[src/rtl/noc_pkg.sv]
// Shared router channel definitions used by both ends of a physical link.
// The flit type sits in the two most significant bits of each flit.
package noc_pkg;

    localparam int DATAW    = 35;
    localparam int NVCH     = 2;
    localparam int FIFOD    = 4;
    localparam int TYPE_MSB = DATAW - 1;
    localparam int TYPE_LSB = DATAW - 2;
    localparam int VCHW     = (NVCH > 1) ? $clog2(NVCH) : 1;
    localparam int CNTW     = $clog2(FIFOD) + 1;

    typedef enum logic [1:0] {
        FLIT_HEAD     = 2'b00,
        FLIT_BODY     = 2'b01,
        FLIT_TAIL     = 2'b10,
        FLIT_HEADTAIL = 2'b11
    } flit_type_e;

    function automatic logic is_tail(flit_type_e t);
        return (t == FLIT_TAIL) || (t == FLIT_HEADTAIL);
    endfunction

endpackage

[src/rtl/vc_fifo.sv]
// Single-VC circular flit buffer. A write into a full FIFO is still accepted
// when a pop frees a slot in the same cycle; otherwise it is dropped.
module vc_fifo
    import noc_pkg::*;
#(
    parameter int DATAW    = noc_pkg::DATAW,
    parameter int FIFOD    = noc_pkg::FIFOD,
    parameter int TYPE_MSB = DATAW - 1,
    localparam int PTRW    = $clog2(FIFOD),
    localparam int CW      = PTRW + 1
) (
    input  logic             clk,
    input  logic             rst,
    input  logic             push,
    input  logic             pop,
    input  logic [DATAW-1:0] wdata,
    output logic [DATAW-1:0] rdata,
    output logic [CW-1:0]    count,
    output logic             valid,
    output logic             accepted,
    output logic             popped,
    output logic             ovf,
    output flit_type_e       head_type
);

    logic [DATAW-1:0] mem [FIFOD];
    logic [PTRW-1:0]  wrptr;
    logic [PTRW-1:0]  rdptr;

    assign popped   = pop && (count != '0);
    assign accepted = push && ((count != CW'(FIFOD)) || popped);
    assign ovf      = push && !accepted;

    always_ff @(posedge clk) begin
        if (rst) begin
            wrptr <= '0;
            rdptr <= '0;
            count <= '0;
        end else begin
            if (accepted) wrptr <= wrptr + 1'b1;
            if (popped)   rdptr <= rdptr + 1'b1;
            if (accepted && !popped)      count <= count + 1'b1;
            else if (!accepted && popped) count <= count - 1'b1;
        end
    end

    // Storage is never reset; stale slots are hidden behind count.
    always_ff @(posedge clk) begin
        if (accepted) mem[wrptr] <= wdata;
    end

    assign rdata     = mem[rdptr];
    assign valid     = (count != '0);
    assign head_type = flit_type_e'(rdata[TYPE_MSB -: 2]);

endmodule

[src/rtl/inputc_rx.sv]
// Receive side of a router-to-router channel: per-VC buffering, head flit
// presentation to the allocator, and credit/lock feedback to the sender.
module inputc_rx
    import noc_pkg::*;
#(
    parameter int ROUTERID = 0,
    parameter int PCHID    = 0,
    parameter int DATAW    = noc_pkg::DATAW,
    parameter int NVCH     = noc_pkg::NVCH,
    parameter int FIFOD    = noc_pkg::FIFOD,
    localparam int VW      = (NVCH > 1) ? $clog2(NVCH) : 1
) (
    input  logic                  clk,
    input  logic                  rst,
    input  logic [DATAW-1:0]      idata,
    input  logic                  ivalid,
    input  logic [VW-1:0]         ivch,
    input  logic [NVCH-1:0]       ideq,
    output logic [NVCH*DATAW-1:0] odata,
    output logic [NVCH-1:0]       ovalid,
    output logic [NVCH-1:0]       oack,
    output logic [NVCH-1:0]       olck,
    output logic                  ovf_err
);

    localparam int CW = $clog2(FIFOD) + 1;

    logic [CW-1:0] cnt [NVCH];
    flit_type_e    htype [NVCH];
    logic [NVCH-1:0] acc;
    logic [NVCH-1:0] pop;
    logic [NVCH-1:0] ovf;

    for (genvar g = 0; g < NVCH; g++) begin : g_vc
        vc_fifo #(
            .DATAW   (DATAW),
            .FIFOD   (FIFOD),
            .TYPE_MSB(DATAW - 1)
        ) u_fifo (
            .clk      (clk),
            .rst      (rst),
            .push     (ivalid && (ivch == VW'(g))),
            .pop      (ideq[g]),
            .wdata    (idata),
            .rdata    (odata[g*DATAW +: DATAW]),
            .count    (cnt[g]),
            .valid    (ovalid[g]),
            .accepted (acc[g]),
            .popped   (pop[g]),
            .ovf      (ovf[g]),
            .head_type(htype[g])
        );
    end

    // The lock drops only when the packet's tail leaves an otherwise empty VC;
    // a new write in the same cycle keeps it held.
    always_ff @(posedge clk) begin
        if (rst) begin
            oack    <= '0;
            olck    <= '0;
            ovf_err <= 1'b0;
        end else begin
            oack <= pop;
            for (int v = 0; v < NVCH; v++) begin
                if (acc[v])
                    olck[v] <= 1'b1;
                else if (pop[v] && is_tail(htype[v]) && (cnt[v] == CW'(1)))
                    olck[v] <= 1'b0;
            end
            if (|ovf) ovf_err <= 1'b1;
        end
    end

    a_vch_range: assert property (@(posedge clk) disable iff (rst)
        ivalid |-> (int'(ivch) < NVCH))
        else $error("router %0d pch %0d: ivch out of range", ROUTERID, PCHID);

endmodule
[config.mk]
export PLATFORM = sky130hd
export DESIGN_NAME = inputc_rx
export DESIGN_NICKNAME = d
export VERILOG_FILES = /design/src/rtl/noc_pkg.sv /design/src/rtl/vc_fifo.sv /design/src/rtl/inputc_rx.sv
export SDC_FILE = /design/constraint.sdc
export NUM_CORES = 1
export LEC_CHECK = 0
export BUFFER_PORTS_ARGS = -buffer_cell sky130_fd_sc_hd__buf_2
export CORE_ASPECT_RATIO = 0.9
export CORE_MARGIN = 8
export CORE_UTILIZATION = 36
export DETAILED_ROUTE_END_ITERATION = 16
export PLACE_DENSITY_LB_ADDON = 0.12
export SYNTH_ARGS = -nofsm -noshare
export SYNTH_HDL_FRONTEND = slang
export SYNTH_SLANG_ARGS = --single-unit
[constraint.sdc]
create_clock -name clk -period 3.46 [get_ports clk]
set_clock_uncertainty 0.2 [all_clocks]
set_input_delay 0.173 -clock clk [delete_from_list [all_inputs] [get_ports clk]]
set_output_delay 0.173 -clock clk [all_outputs]
set_load 0.005 [all_outputs]
### Word level (Yosys, flattened, before mapping)

Memories as Yosys holds them, arrays and structs flattened. A register that Yosys moved wholly into a read port is not among the register bits.
Cells that the tools add are included.

* memories kept: 2
* memory bits (writable): 280
* input bits: 41
* output and inout bits: 77
* word-level logic and storage cells: 76
* register bits after elaboration: 19

* muxes and demuxes: 16
* reduce and logical (&&, ||, !) cells: 31
* add/sub/neg operators: 8
* eq/ne operators: 8
* bitwise logic cells: 1

Memory list
* g_vc[0].u_fifo.mem: words 4, bits a word 35, rd ports 1, clocked after Yosys merged registers in 1, wr ports 1, RTL line vc_fifo.sv:26 `logic [DATAW-1:0] mem [FIFOD];`
* g_vc[1].u_fifo.mem: words 4, bits a word 35, rd ports 1, clocked after Yosys merged registers in 1, wr ports 1, RTL line vc_fifo.sv:26

Operators by type and width (number)
* $logic_and A1 B1 Y1: 16
* $mux W3: 4
* $add A2 B1 Y2 const B: 4
* $eq A2 B2 Y1 const B: 4
* $mux W1: 8
* $mux W2: 4
* $reduce_bool A2 Y1: 4
* $add A3 B1 Y3 const B: 2
* $eq A3 B1 Y1 const B: 2
* $ne A3 B3 Y1 const B: 2
* $reduce_bool A3 Y1: 2
* $sub A3 B1 Y3 const B: 2
* $logic_not A1 Y1: 4
* $logic_or A1 B1 Y1: 4
* $reduce_or A2 Y1: 1
* $not A1 Y1: 1

### Logic depth before layout (Yosys ltp)

* depth after elaboration: 8
* mapped depth: 9
* mapped depth without buffers: 9

### Hierarchy

From an unflattened synthesis, not the netlist that was laid out.

* cell total of the unflattened synthesis: 489
* area, all modules: 11319.6 um^2

Modules (own cells, without submodules)
* vc_fifo: cells each 235, sequential area each 4384.2 um^2, instances 2, area an instance 5562.8 um^2
* inputc_rx: cells each 19, sequential area each 100.1 um^2, instances 1, area an instance 193.9 um^2

### Least setup slack after synthesis

No wires, ideal clock.

* path type: register to register
* from: register g_vc[0].u_fifo.count[0]
* to: memory g_vc[0].u_fifo.mem[0][0] (enable)
* period minus slack after synthesis: 2347 ps
* buffers on the path: 0
* arrival: 1751 ps
* path slack: 1113 ps
* stages on the path, launching flop included: 5
* cells stage by stage: dfxtp_1 inv_1 ha_1 nand3b_1 and3_1

* cells in the longest elaborated chain, start to end: 6
* elaborated cells between the ends (all ways): 7

RTL lines
* start, declared: RTL line vc_fifo.sv:18 `output logic [CW-1:0] count,`
* start signal, assigned: RTL line vc_fifo.sv:42 `if (accepted && !popped) count <= count + 1'b1;`
* start signal, assigned: RTL line vc_fifo.sv:43 `else if (!accepted && popped) count <= count - 1'b1;`
* $reduce_bool A3 Y1: RTL line vc_fifo.sv:30 `assign popped = pop && (count != '0);`
* $logic_and A1 B1 Y1: RTL line vc_fifo.sv:30
* $logic_or A1 B1 Y1 *: RTL line vc_fifo.sv:31 `assign accepted = push && ((count != CW'(FIFOD)) || popped);`
* $logic_and A1 B1 Y1 *: RTL line vc_fifo.sv:31
* $mux W1 *: RTL line vc_fifo.sv:49 `if (accepted) mem[wrptr] <= wdata;`
* $mux W1 (implied by the code) *: RTL line vc_fifo.sv:49
* end, declared: RTL line vc_fifo.sv:26

Every way passes the cells marked *; elsewhere a longest branch is shown, timed or not.

==> flow_summary_export.csv <==
group,metric,value,unit
global_route,grt_max_degree,36,
timing,tightest_slew,1010,ps
logic_synthesis,netlist_instances,504,
timing,setup_viol,0,
logic_synthesis,synth_top_family_by_area,"multiplexers",
floorplan,ios,118,
placement,place_congestion,0.721,
worst_setup_path,end_kind,"primary output",
run,maxCapViolCount,0,
floorplan,rows,61,
cts,post_cts_buffers,0,
cts,cts_root_buffer,"clkbuf_16",
worst_setup_path,cp_data_required_time,3090,ps
timing,timing.fmax,0.388,GHz
logic_synthesis,ys_warn_count,0,
logic_synthesis,synth-compound-area-share,0.0137,
cts,cts_tree,"yes",
finish,n_antenna_cell,0,
power,power.density,669,mW/mm²
global_route,grt_remaining_overflow,0,
timing,finalCritPeriodShare,0.746,
finish,layout_commonest_cell,"edfxtp_1",
detailed_routing,dr.pass1.iters,4,
floorplan,coreArea,0.0310,mm²
finish,register_area,0.00888,mm²
detailed_routing,vias,5426,
floorplan,fp.dieH,184,µm
detailed_routing,drtIter0Drc,302,
finish,drive_above_1_share,0.355,
timing,holdWs,283,ps
logic_synthesis,synth_top_area_frac,0.742,
timing,setup_tns,0,ps
finish,synthToLayoutAreaGrowth,22.5,%
timing,rsz0062_at_grt,"no",
logic_synthesis,synth_fa_ha_area_frac,0.0199,
cts,cts_resized,0,
cts,cts.reportedPaths.clkPinSlew,60,ps
placement,place.port_buffers,117,
finish,multiInputGateArea,0.00229,mm²
logic_synthesis,synth.net_count,563,
logic_synthesis,synthTopCellsByArea,"edfxtp_1 74%, mux4_2 14%, dfxtp_1 4.1%, ha_1 2.0%, a21oi_1 0.57%",
logic_synthesis,ys_seq_area_frac,0.782,
global_route,grt_pass1_vias,5966,
global_route,antenna_found_initial,1,
timing,finalHoldViolations,0,
cts,clock_path_buffers,3,
cts,cts_hold_buf,43,
cts,htreeDepth,2,
worst_setup_path,cp_slowest_stage_delay,850,ps
logic_synthesis,syn_area,0.0113,mm²
cts,clk_latency,510,ps
cts,cts_buffers,34,
global_route,grt_pass1_wl,36900,µm
worst_setup_path,crit_type,"register to primary output",
outcome,status,"completed",
worst_setup_path,slowest_stage,"dfxtp_4",
worst_setup_path,r2r-start,"g_vc[0].u_fifo.count[0]",
detailed_routing,finalWirelength,23600,µm
hold_path,hold_class,"input pin to register",
power,power,9.29,mW
logic_synthesis,synth_cell_types,33,
worst_setup_path,worstPathArrival,2210,ps
finish,final_net_count,752,
power,ir_drop,0.315,mV
floorplan,start_util,0.366,
detailed_routing,ant_nets,0,
worst_setup_path,cp_max_fo,35,
timing,drv_slew,0,
worst_setup_path,crit_chain,"mux4_2 > buf_2",
finish,num-fill-cells,2716,
timing,relSlewSlack,0.328,
logic_synthesis,synthSimpleGateAreaFrac,0.0211,
detailed_routing,drc,0,
hold_path,min_from,"idata[14]",
detailed_routing,vias_per_cell,4.83,
timing,fin_crit,2580,ps
floorplan,die_area,0.0374,mm²
logic_synthesis,synth.largest_area_cell,"edfxtp_1",
logic_synthesis,ys_ff_latch,303,
detailed_routing,detail_route.wl_per_cell,21.0,µm
finish,layout_common_cells,"280 x edfxtp_1, 117 x buf_2, 69 x mux4_2",
worst_setup_path,start_kind,"register",
logic_synthesis,avgSynthCellArea,22.5,µm²
logic_synthesis,synth_xor_xnor_area_share,0.00309,
power,leakage,4.68,nW
logic_synthesis,muxShareOfSynthArea,0.144,
cts,clock_sinks,303,
placement,hpwl,15300,µm
global_route,grtUsageTotal,0.128,
floorplan,fp.dieW,203,µm
## synthesized netlist by cell type (all sizes together)
master,count
and2,1
ha,18
inv,15
clkbuf,4
or3,2
o21ba,1
xor2,2
nor4bb,1
dfxtp,23
mux2i,5
edfxtp,280
mux4,70
or4,2
a211oi,1
buf,16
nand2,4
xnor2,2
o21ai,8
and3,8
nand3b,2
a21oi,13
o31ai,2
o22ai,1
a21boi,1
and3b,2
nor2,8
nor4,1
nor2b,3
nand2b,2
nand3,6
## registers in the layout (all words and copies together), names as in the netlist, named ones only
signal / cells
g_vc.u_fifo.rdptr: 4
g_vc.u_fifo.count: 6
g_vc.u_fifo.mem: 280
ovf_err: 1
g_vc.u_fifo.wrptr: 4
olck: 2
oack: 2
## kinds of logic (layout without fill, tap and decap cells)
group / count (synthesis) / count (layout)
xor+xnor: 4 / 4
mux: 75 / 75
compound gates: 27 / 27
flops: 303 / 303
fa+ha+maj: 18 / 18
buf+inv: 35 / 246
simple gates: 42 / 42
## critical path: cells and delay by family, from the launching register on
kind	cells	cell delay, ps
DFF	1	850
muxes	1	660
buffers and inverters	1	160
## power breakdown
group | switching [mW] | internal, mW | leakage (nW)
registers | 0.289 | 4.19 | 2.73
clock network | 1.34 | 1.97 | 0.497
logic | 0.659 | 0.834 | 1.45
total | 2.29 | 7.00 | 4.68
## through the flow
stage          utilization  setup WS (ps)  area [µm²]  instances
2_1_floorplan            -           1110       11300        504
3_3_place_gp         0.401            977       12400       1023
3_5_place_dp         0.401            947       12400       1023
4_1_cts              0.448            798       13900       1124
5_1_grt              0.448            733       13900       1124
6_report             0.448            879       13900       1124
## layout make-up
class                      count  share of cell area
inverter                      15             0.00405
multi-input combinational    166               0.165
clock buffer                  47              0.0677
tap                          409              0.0368
sequential                   303               0.639
timing repair buffer         173              0.0802
clock inverter                11             0.00694
## per-layer routing
| metal | global-route usage | vias to the layer above | wire length, µm |
|---|---|---|---|
| met5 | 0 | - | 10 |
| met1 | 0.168 | 2812 | 10600 |
| met3 | 0.0344 | 35 | 1230 |
| li1 | - | 2466 | - |
| met2 | 0.210 | 111 | 11300 |
| met4 | 0.0348 | 2 | 403 |
## path summary, 6_finish.rpt
kind	end	slack [ps]	cells past startpoint
hold / removal	g_vc[0].u_fifo.mem[1][14]	280	2
setup reg to reg	g_vc[0].u_fifo.mem[0][0]	990	5
hold reg to reg	register	290	2
setup / recovery	odata[37]	880	2
Power figures use the tool's default switching activity.
